File: config.mk
export PLATFORM = sky130hd
export DESIGN_NAME = jtcontra_vtimer
export DESIGN_NICKNAME = d
export VERILOG_FILES = /design/src/rtl/jtcontra_vtimer.sv
export SDC_FILE = /design/constraint.sdc
export NUM_CORES = 1
export LEC_CHECK = 0
export ABC_AREA = 1
export CAP_MARGIN = 20
export CORE_MARGIN = 8
export CORE_UTILIZATION = 45
export DETAILED_ROUTE_END_ITERATION = 10
export GPL_TIMING_DRIVEN = 0
export MAX_ROUTING_LAYER = met4
export PLACE_DENSITY = 0.69
export SYNTH_ARGS = -nofsm -noshare
export SYNTH_HDL_FRONTEND = slang
export SYNTH_SLANG_ARGS = --single-unit
File: constraint.sdc
create_clock -name clk -period 2.55 [get_ports clk]
set_clock_uncertainty 0.2 [all_clocks]
set_input_delay 0.3825 -clock clk [delete_from_list [all_inputs] [get_ports clk]]
set_output_delay 0.3825 -clock clk [all_outputs]
set_load 0.03 [all_outputs]
File: src/rtl/jtcontra_vtimer.sv
// Video timing generator: pixel/line counters with zero-lag blanking and sync flags.
// Define JTCONTRA_VTIMER_ADJ_EN to add frame-sampled signed HS/VS position offsets.
module jtcontra_vtimer #(
  parameter int HTOTAL   = 384,
  parameter int HB_START = 256,
  parameter int HS_START = 296,
  parameter int HS_LEN   = 32,
  parameter int VTOTAL   = 264,
  parameter int VB_START = 240,
  parameter int VB_END   = 16,
  parameter int VS_START = 248,
  parameter int VS_LEN   = 4
) (
  input  logic       clk,
  input  logic       rst_n,
  input  logic       pxl_cen,
  output logic [8:0] hdump,
  output logic [8:0] vdump,
  output logic [8:0] vrender,
  output logic [8:0] vrender1,
  output logic       LHBL,
  output logic       LVBL,
  output logic       HS,
  output logic       VS
`ifdef JTCONTRA_VTIMER_ADJ_EN
  ,
  input  logic [3:0] hoffset,
  input  logic [3:0] voffset
`endif
);

  localparam int unsigned W = 9;
  localparam logic [W-1:0] H_LAST = W'(HTOTAL - 1);
  localparam logic [W-1:0] V_LAST = W'(VTOTAL - 1);
  localparam logic [W-1:0] HB_S   = W'(HB_START);
  localparam logic [W-1:0] VB_S   = W'(VB_START);
  localparam logic [W-1:0] VB_E   = W'(VB_END);

  logic         h_last, v_last, frame_wrap;
  logic [W-1:0] h_nxt, v_nxt, vr_nxt, vr1_nxt;
  logic         lhbl_nxt, lvbl_nxt, hs_nxt, vs_nxt;
  logic [3:0]   hoff_c, voff_c;

  function automatic logic [W-1:0] inc_line(input logic [W-1:0] x);
    return (x == V_LAST) ? '0 : x + W'(1);
  endfunction

  // True when pos lies in the window [start, start+len) taken modulo total
  function automatic logic in_win(input logic [W-1:0] pos, input int start,
                                  input int len, input int total);
    int p, s, d;
    p = int'(pos);
    s = start;
    if (s < 0) s = s + total;
    else if (s >= total) s = s - total;
    d = (p >= s) ? p - s : p + total - s;
    return d < len;
  endfunction

  assign h_last     = (hdump == H_LAST);
  assign v_last     = (vdump == V_LAST);
  assign frame_wrap = h_last & v_last;

`ifdef JTCONTRA_VTIMER_ADJ_EN
  logic [3:0] hoff_q, voff_q;

  // New offsets take effect on the first pixel of the frame they were sampled for
  assign hoff_c = frame_wrap ? hoffset : hoff_q;
  assign voff_c = frame_wrap ? voffset : voff_q;

  always_ff @(posedge clk or negedge rst_n) begin
    if (!rst_n) begin
      hoff_q <= '0;
      voff_q <= '0;
    end else if (pxl_cen) begin
      hoff_q <= hoff_c;
      voff_q <= voff_c;
    end
  end
`else
  assign hoff_c = '0;
  assign voff_c = '0;
`endif

  // Next counter values; flags are derived from these so they register in step
  always_comb begin
    h_nxt   = h_last ? '0 : hdump + W'(1);
    v_nxt   = vdump;
    vr_nxt  = vrender;
    vr1_nxt = vrender1;
    if (h_last) begin
      v_nxt   = inc_line(vdump);
      vr_nxt  = inc_line(vrender);
      vr1_nxt = inc_line(vrender1);
    end
    lhbl_nxt = (h_nxt < HB_S);
    lvbl_nxt = (v_nxt >= VB_E) && (v_nxt < VB_S);
    hs_nxt   = in_win(h_nxt, HS_START + int'($signed(hoff_c)), HS_LEN, HTOTAL);
    vs_nxt   = in_win(v_nxt, VS_START + int'($signed(voff_c)), VS_LEN, VTOTAL);
  end

  always_ff @(posedge clk or negedge rst_n) begin
    if (!rst_n) begin
      hdump    <= '0;
      vdump    <= '0;
      vrender  <= W'(1);
      vrender1 <= W'(2);
      LHBL     <= 1'b1;
      LVBL     <= 1'b0;
      HS       <= 1'b0;
      VS       <= 1'b0;
    end else if (pxl_cen) begin
      hdump    <= h_nxt;
      vdump    <= v_nxt;
      vrender  <= vr_nxt;
      vrender1 <= vr1_nxt;
      LHBL     <= lhbl_nxt;
      LVBL     <= lvbl_nxt;
      HS       <= hs_nxt;
      VS       <= vs_nxt;
    end
  end

endmodule

==> impl_metrics.json, run 1 <==
{
  "ys_seq_elements": 40,
  "finalWorstSetupSlack_ps": 42.16,
  "worstMarginPinSlew_ps": 463.2,
  "synth_compound_gate_area_share": 0.1113,
  "leakagePower_nw": 1.550,
  "synthSimpleGateAreaFrac": 0.3446,
  "nets": 425,
  "syn-instance-count": 353,
  "clkSinkCount": 40,
  "ys_seq_area_frac": 0.3936,
  "synthAdderAreaFrac": 0.03431,
  "gp_congestion": 0.8798,
  "synth_ff_type": "dfrtp_1",
  "end_kind": "flip-flop",
  "drtAntennaViolNets": 0,
  "syn_nets": 363,
  "cap_violations": 0,
  "tritoncts": "built",
  "start_util": 0.4635,
  "dp_hpwl_mm": 4.752,
  "drtIter0Drc": 171,
  "num_antenna_cells": 0,
  "first_pass_iters": 5,
  "slew_headroom": 0.6912,
  "ios": 43,
  "grt_max_degree": 32,
  "core_area_mm2": 0.005507,
  "drc": 0,
  "cts_htree_levels": 2,
  "grt_antenna_before_repair": 0,
  "critPathMaxFanout": 8,
  "power.density_mw_per_mm2": 627.5,
  "wl_per_cell_um": 13.40,
  "clk_pin_slew_ps": 90,
  "synthMuxAreaShare": 0,
  "nFillCells": 507,
  "rows": 27,
  "async_flop_share": 1.000,
  "post_synth.cell_area_avg_um2": 7.231,
  "fmax_mhz": 398.8,
  "crit_arrival_ps": 2540,
  "drive_gt1_frac": 0.1611,
  "clock_latency_ps": 300,
  "synth_top_cell_by_area": "dfrtp_1",
  "pre_cts_slack_ps": -110.1,
  "hold_violations": 0,
  "synthTopCellsByArea": "dfrtp_1, nand2_1, inv_1, nor2_1, nand3_1",
  "fin_crit_sh": 0.9835,
  "die_y_um": 91.32,
  "ys_types": 38,
  "synth.most_common_cell": "nand2_1",
  "p_total_w": 0.002113,
  "dr_total_vias": 2482,
  "viasPerCell": 5.086,
  "grt_pass1_vias": 2393,
  "hold_slack_ps": 272.7,
  "outcome": "complete, no violations",
  "clockBufferDepth": 2,
  "worst-setup-path-type": "reg -> reg",
  "peakVddDrop_mv": 0.4611,
  "areaGrowthSynthToFinish_pct": 31.91,
  "fin_util": 0.6115,
  "yosys.area_share.xor_xnor": 0.03431,
  "cts_buffers": 5,
  "place_area_mm2": 0.003083,
  "grt_pass1_wl_mm": 10.87,
  "setup_viol": 0,
  "numPortBuffers": 42,
  "yosysTopAreaCellShare": 0.3627,
  "worstPathRequired_ps": 2580,
  "syn_area_mm2": 0.002552,
  "reg2reg_setup_slack_ps": 40,
  "synth_top_family_by_area": "simple AND/OR/NAND/NOR gates",
  "synth_warnings": 0,
  "die_w_um": 91.32,
  "synth.top_cells.by_count": "nand2_1, inv_1, dfrtp_1, nor2_1, nand3_1",
  "rsz0062_at_grt": "yes",
  "wl_mm": 6.539,
  "cp-start-kind": "flip-flop",
  "synth-edff-count": 0,
  "cts_root_buf": "clkbuf_8",
  "grt.overflow.total": 0,
  "worstRegToRegCells": 18,
  "hold_class": "in -> async",
  "timing.final.crit_period_ps": 2508,
  "slew_violations": 0,
  "die_area_mm2": 0.008338,
  "final_area_mm2": 0.003367,
  "grtUsageTotal": 0.1592
}
-- layer usage --
metal	vias up	GRT usage	wire length, um
met1	1154	0.1916	2997
met2	53	0.2600	3151
li1	1267	-	-
met5	-	-	0
met3	8	0.03868	317
met4	0	0.04229	72
-- state kept, by name, summed over array words and instances, names as in the netlist --
name	cells
HS	1
vrender	9
LHBL	1
hdump	9
LVBL	1
vdump	9
VS	1
vrender1	9
-- layout by cell type, fill, tap and decap left out, types with 2 or more instances in the layout --
| master | n |
|---|---|
| inv_1 | 36 |
| nor2_4 | 3 |
| nor2_2 | 4 |
| o21ai_0 | 21 |
| nand3_1 | 23 |
| ha_1 | 3 |
| o21bai_2 | 2 |
| nor3_2 | 3 |
| nor4_1 | 4 |
| nand2_1 | 103 |
| clkbuf_8 | 6 |
| clkbuf_1 | 3 |
| ha_4 | 4 |
| nand4_1 | 6 |
| nor2_1 | 36 |
| xor2_1 | 7 |
| buf_4 | 12 |
| nand2_2 | 6 |
| dfrtp_2 | 4 |
| o21a_1 | 3 |
| o22ai_1 | 4 |
| dfrtp_1 | 33 |
| clkdlybuf4s50_1 | 41 |
| a21oi_1 | 11 |
| nor3_1 | 4 |
| a21oi_2 | 2 |
| xnor2_1 | 3 |
| dfstp_2 | 3 |
| inv_2 | 7 |
-- through the flow --
step	TNS, ps	instances
4_1_cts	0	480
2_1_floorplan	0	353
3_5_place_dp	-110.1	468
3_3_place_gp	-5381	467
5_1_grt	-119.3	488
6_report	0	488
-- where the power goes --
| part | internal (W) | switching [W] |
|---|---|---|
| registers | 0.000712 | 0.0000965 |
| clock network | 0.000320 | 0.000245 |
| logic | 0.000297 | 0.000442 |
-- kinds of logic after synthesis --
group | after synthesis
and+or+nand+nor | 196
buffers and inverters | 52
AOI/OAI and AO/OA | 48
DFF | 40
xor gates and xnor gates | 10
adders and majority gates | 7
-- critical path, stage by stage, from the launching register on --
cell,delay (ps)
dfrtp_2,410
ha_4,160
nand2_4,60
nor2_4,150
nand3_4,150
clkinv_2,140
nand2_1,90
nand2_2,120
inv_2,80
ha_4,230
inv_1,40
nand2_1,40
nor2_1,120
nand3_1,80
nor2_1,90
nand2_1,60
nand2_1,50
nand2_1,60
a21oi_2,100
-- final timing paths --
path                                            from                    to
worst max-delay path            hdump[1]$_DFFE_PN0P_        VS$_DFFE_PN0P_
worst min-delay path                           rst_n  vdump[5]$_DFFE_PN0P_
worst max register to register  hdump[1]$_DFFE_PN0P_        VS$_DFFE_PN0P_
worst min register to register      LHBL$_DFFE_PN1P_      LHBL$_DFFE_PN1P_
max in group asynchronous                      rst_n      LHBL$_DFFE_PN1P_
min in group clk                    LHBL$_DFFE_PN1P_      LHBL$_DFFE_PN1P_
-- repair_timing --
| action | in CTS | in global routing |
|---|---|---|
| endpoints found under the setup margin | 1 | 1 |
| pin swaps | 0 | 11 |
| gates cloned | 0 | 0 |
| endpoints found under the hold margin | 9 | 0 |
| buffers inserted | 3 | 8 |
| hold buffers | 1 | 0 |
| gates resized for setup | 4 | 12 |
-- layout make-up --
class                      instances  area, um^2  share of cell area
inverter                          45       170.2             0.05054
clock inverter                     2       38.79             0.01152
buffer                             7       42.54             0.01263
multi-input combinational        261        1405              0.4173
sequential                        40        1010              0.2999
timing repair buffer              55       528.0              0.1568
clock buffer                       6       82.58             0.02453
tap                               72       90.09             0.02676
No activity file was read; power rests on OpenSTA's default activity.
==> inputs of run 2 (changes only) <==
--- a/config.mk
+++ b/config.mk
@@ -8,11 +8,11 @@
 export ABC_AREA = 1
 export CAP_MARGIN = 20
 export CORE_MARGIN = 8
-export CORE_UTILIZATION = 45
+export CORE_UTILIZATION = 53
 export DETAILED_ROUTE_END_ITERATION = 10
 export GPL_TIMING_DRIVEN = 0
 export MAX_ROUTING_LAYER = met4
-export PLACE_DENSITY = 0.69
+export PLACE_DENSITY = 0.8
 export SYNTH_ARGS = -nofsm -noshare
 export SYNTH_HDL_FRONTEND = slang
 export SYNTH_SLANG_ARGS = --single-unit
==> impl_metrics.json, run 2 (synthesis results as in run 1) <==
{
  "grt_pass1_vias": 2410,
  "worst-setup-path-type": "reg -> reg",
  "numPortBuffers": 42,
  "drive_gt1_frac": 0.1553,
  "cp-start-kind": "flip-flop",
  "die_y_um": 85.40,
  "core_area_mm2": 0.004692,
  "slew_headroom": 0.4259,
  "crit_arrival_ps": 2530,
  "hold_class": "in -> async",
  "worstReg2RegEnd": "VS$_DFFE_PN0P_",
  "rows": 25,
  "viasPerCell": 5.333,
  "worstPathRequired_ps": 2570,
  "cap_violations": 0,
  "worstRegToRegCells": 15,
  "num_antenna_cells": 0,
  "dp.cells": 449,
  "tritoncts": "built",
  "gp_congestion": 0.9099,
  "drc": 0,
  "grt_max_degree": 41,
  "cts_root_buf": "clkbuf_8",
  "mostFrequentLayoutCell": "nand2_1",
  "dp_hpwl_mm": 4.477,
  "peakVddDrop_mv": 0.5149,
  "violations": "negative hold slack",
  "wl_per_cell_um": 13.31,
  "final_cells": 466,
  "end_kind": "flip-flop",
  "worstReg2RegStart": "hdump[1]$_DFFE_PN0P_",
  "die_area_mm2": 0.007292,
  "grt_antenna_before_repair": 0,
  "power.density_mw_per_mm2": 581.6,
  "p_total_w": 0.001915,
  "pre_cts_slack_ps": -68.84,
  "layout_common_cells": "nand2_1, clkdlybuf4s50_1, inv_1, nor2_1, dfrtp_1",
  "start_util": 0.5440,
  "clockBufferDepth": 2,
  "wl_mm": 6.203,
  "slew_violations": 0,
  "dr_total_vias": 2485,
  "nets": 422,
  "setup_viol": 0,
  "drtAntennaViolNets": 0,
  "reg2reg_setup_slack_ps": 40,
  "clk_pin_slew_ps": 80,
  "leakagePower_nw": 1.541,
  "ios": 43,
  "hold_violations": 8,
  "first_pass_iters": 4,
  "fin_crit_sh": 0.9849,
  "timing.final.crit_period_ps": 2511,
  "die_w_um": 85.40,
  "clock_latency_ps": 290,
  "grt.overflow.total": 0,
  "grtUsageTotal": 0.1797,
  "finalWorstSetupSlack_ps": 38.60,
  "fmax_mhz": 398.2,
  "cts_htree_levels": 2,
  "worstSetupEndpoint": "VS$_DFFE_PN0P_",
  "grt_pass1_wl_mm": 10.54,
  "drtIter0Drc": 154,
  "hold_slack_ps": -2.880,
  "timing.critical_path.from": "hdump[1]$_DFFE_PN0P_",
  "cts_buffers": 5,
  "fin_tns_setup_ps": 0,
  "clkSinkCount": 40,
  "areaGrowthSynthToFinish_pct": 28.97,
  "outcome": "finished, violations left",
  "critPathMaxFanout": 5,
  "rsz0062_at_grt": "yes",
  "worstMarginPinSlew_ps": 861.1
}
==> run 2: worst min-delay path by stage <==
stage	end	slack (ps)	depth (start not counted)
final	vrender1[7]$_DFFE_PN0P_	-3	1
after floorplan	HS$_DFFE_PN0P_	-110	0
after global placement	LVBL$_DFFE_PN0P_	270	2
after global routing	vrender1[7]$_DFFE_PN0P_	70	1
after detailed placement	LVBL$_DFFE_PN0P_	270	2
after CTS	vrender[5]$_DFFE_PN0P_	30	1
==> run 2: metal layers <==
layer,GRT usage,part of all wire
met5,-,0
met2,0.2969,0.48
met3,0.03958,0.058
met1,0.2116,0.46
met4,0.06051,0.0068
==> run 2: worst max-delay path: stages (launching register included) <==
cell and delay (ps):
dfrtp_2 390, ha_2 200, nand2_2 70, nor2_4 160, nand3_4 140, buf_4 160, buf_4 150, nand2_2 70
nand2_2 80, ha_1 280, nand2_1 50, nor2_1 80, nand3_1 100, nor2_1 110, a21oi_1 80, a21oi_2 140
==> run 2: final cells by class <==
class,count,area (um^2)
Buffer,7,42.54
Timing Repair Buffer,52,490.5
Multi-Input combinational cell,261,1421
Clock buffer,5,68.82
Inverter,45,178.9
Fill cell,386,1400
Tap cell,54,67.56
Clock inverter,2,12.51
Sequential cell,40,1010
==> run 2: power by group <==
part / internal, W / switching (W)
Sequential: 0.000712 / 0.0000921
Clock: 0.000186 / 0.000227
Combinational: 0.000266 / 0.000432
Total: 0.00116 / 0.000751
==> run 2: repair_timing <==
action                                  in CTS  in global routing
setup buffers                                2                  8
cloned                                       0                  0
gates resized for setup                      3                 19
pin swaps                                    0                  4
endpoints found under the hold margin        0                  0
hold buffers                                 0                  0
endpoints found under the setup margin       1                  1
==> run 2: metrics by stage <==
step | instance area [um^2] | util
CTS | 3146 | 0.6704
floorplan | 2557 | -
global placement | 3045 | 0.6491
finish | 3292 | 0.7016
global route | 3292 | 0.7016
detailed placement | 3040 | 0.6480
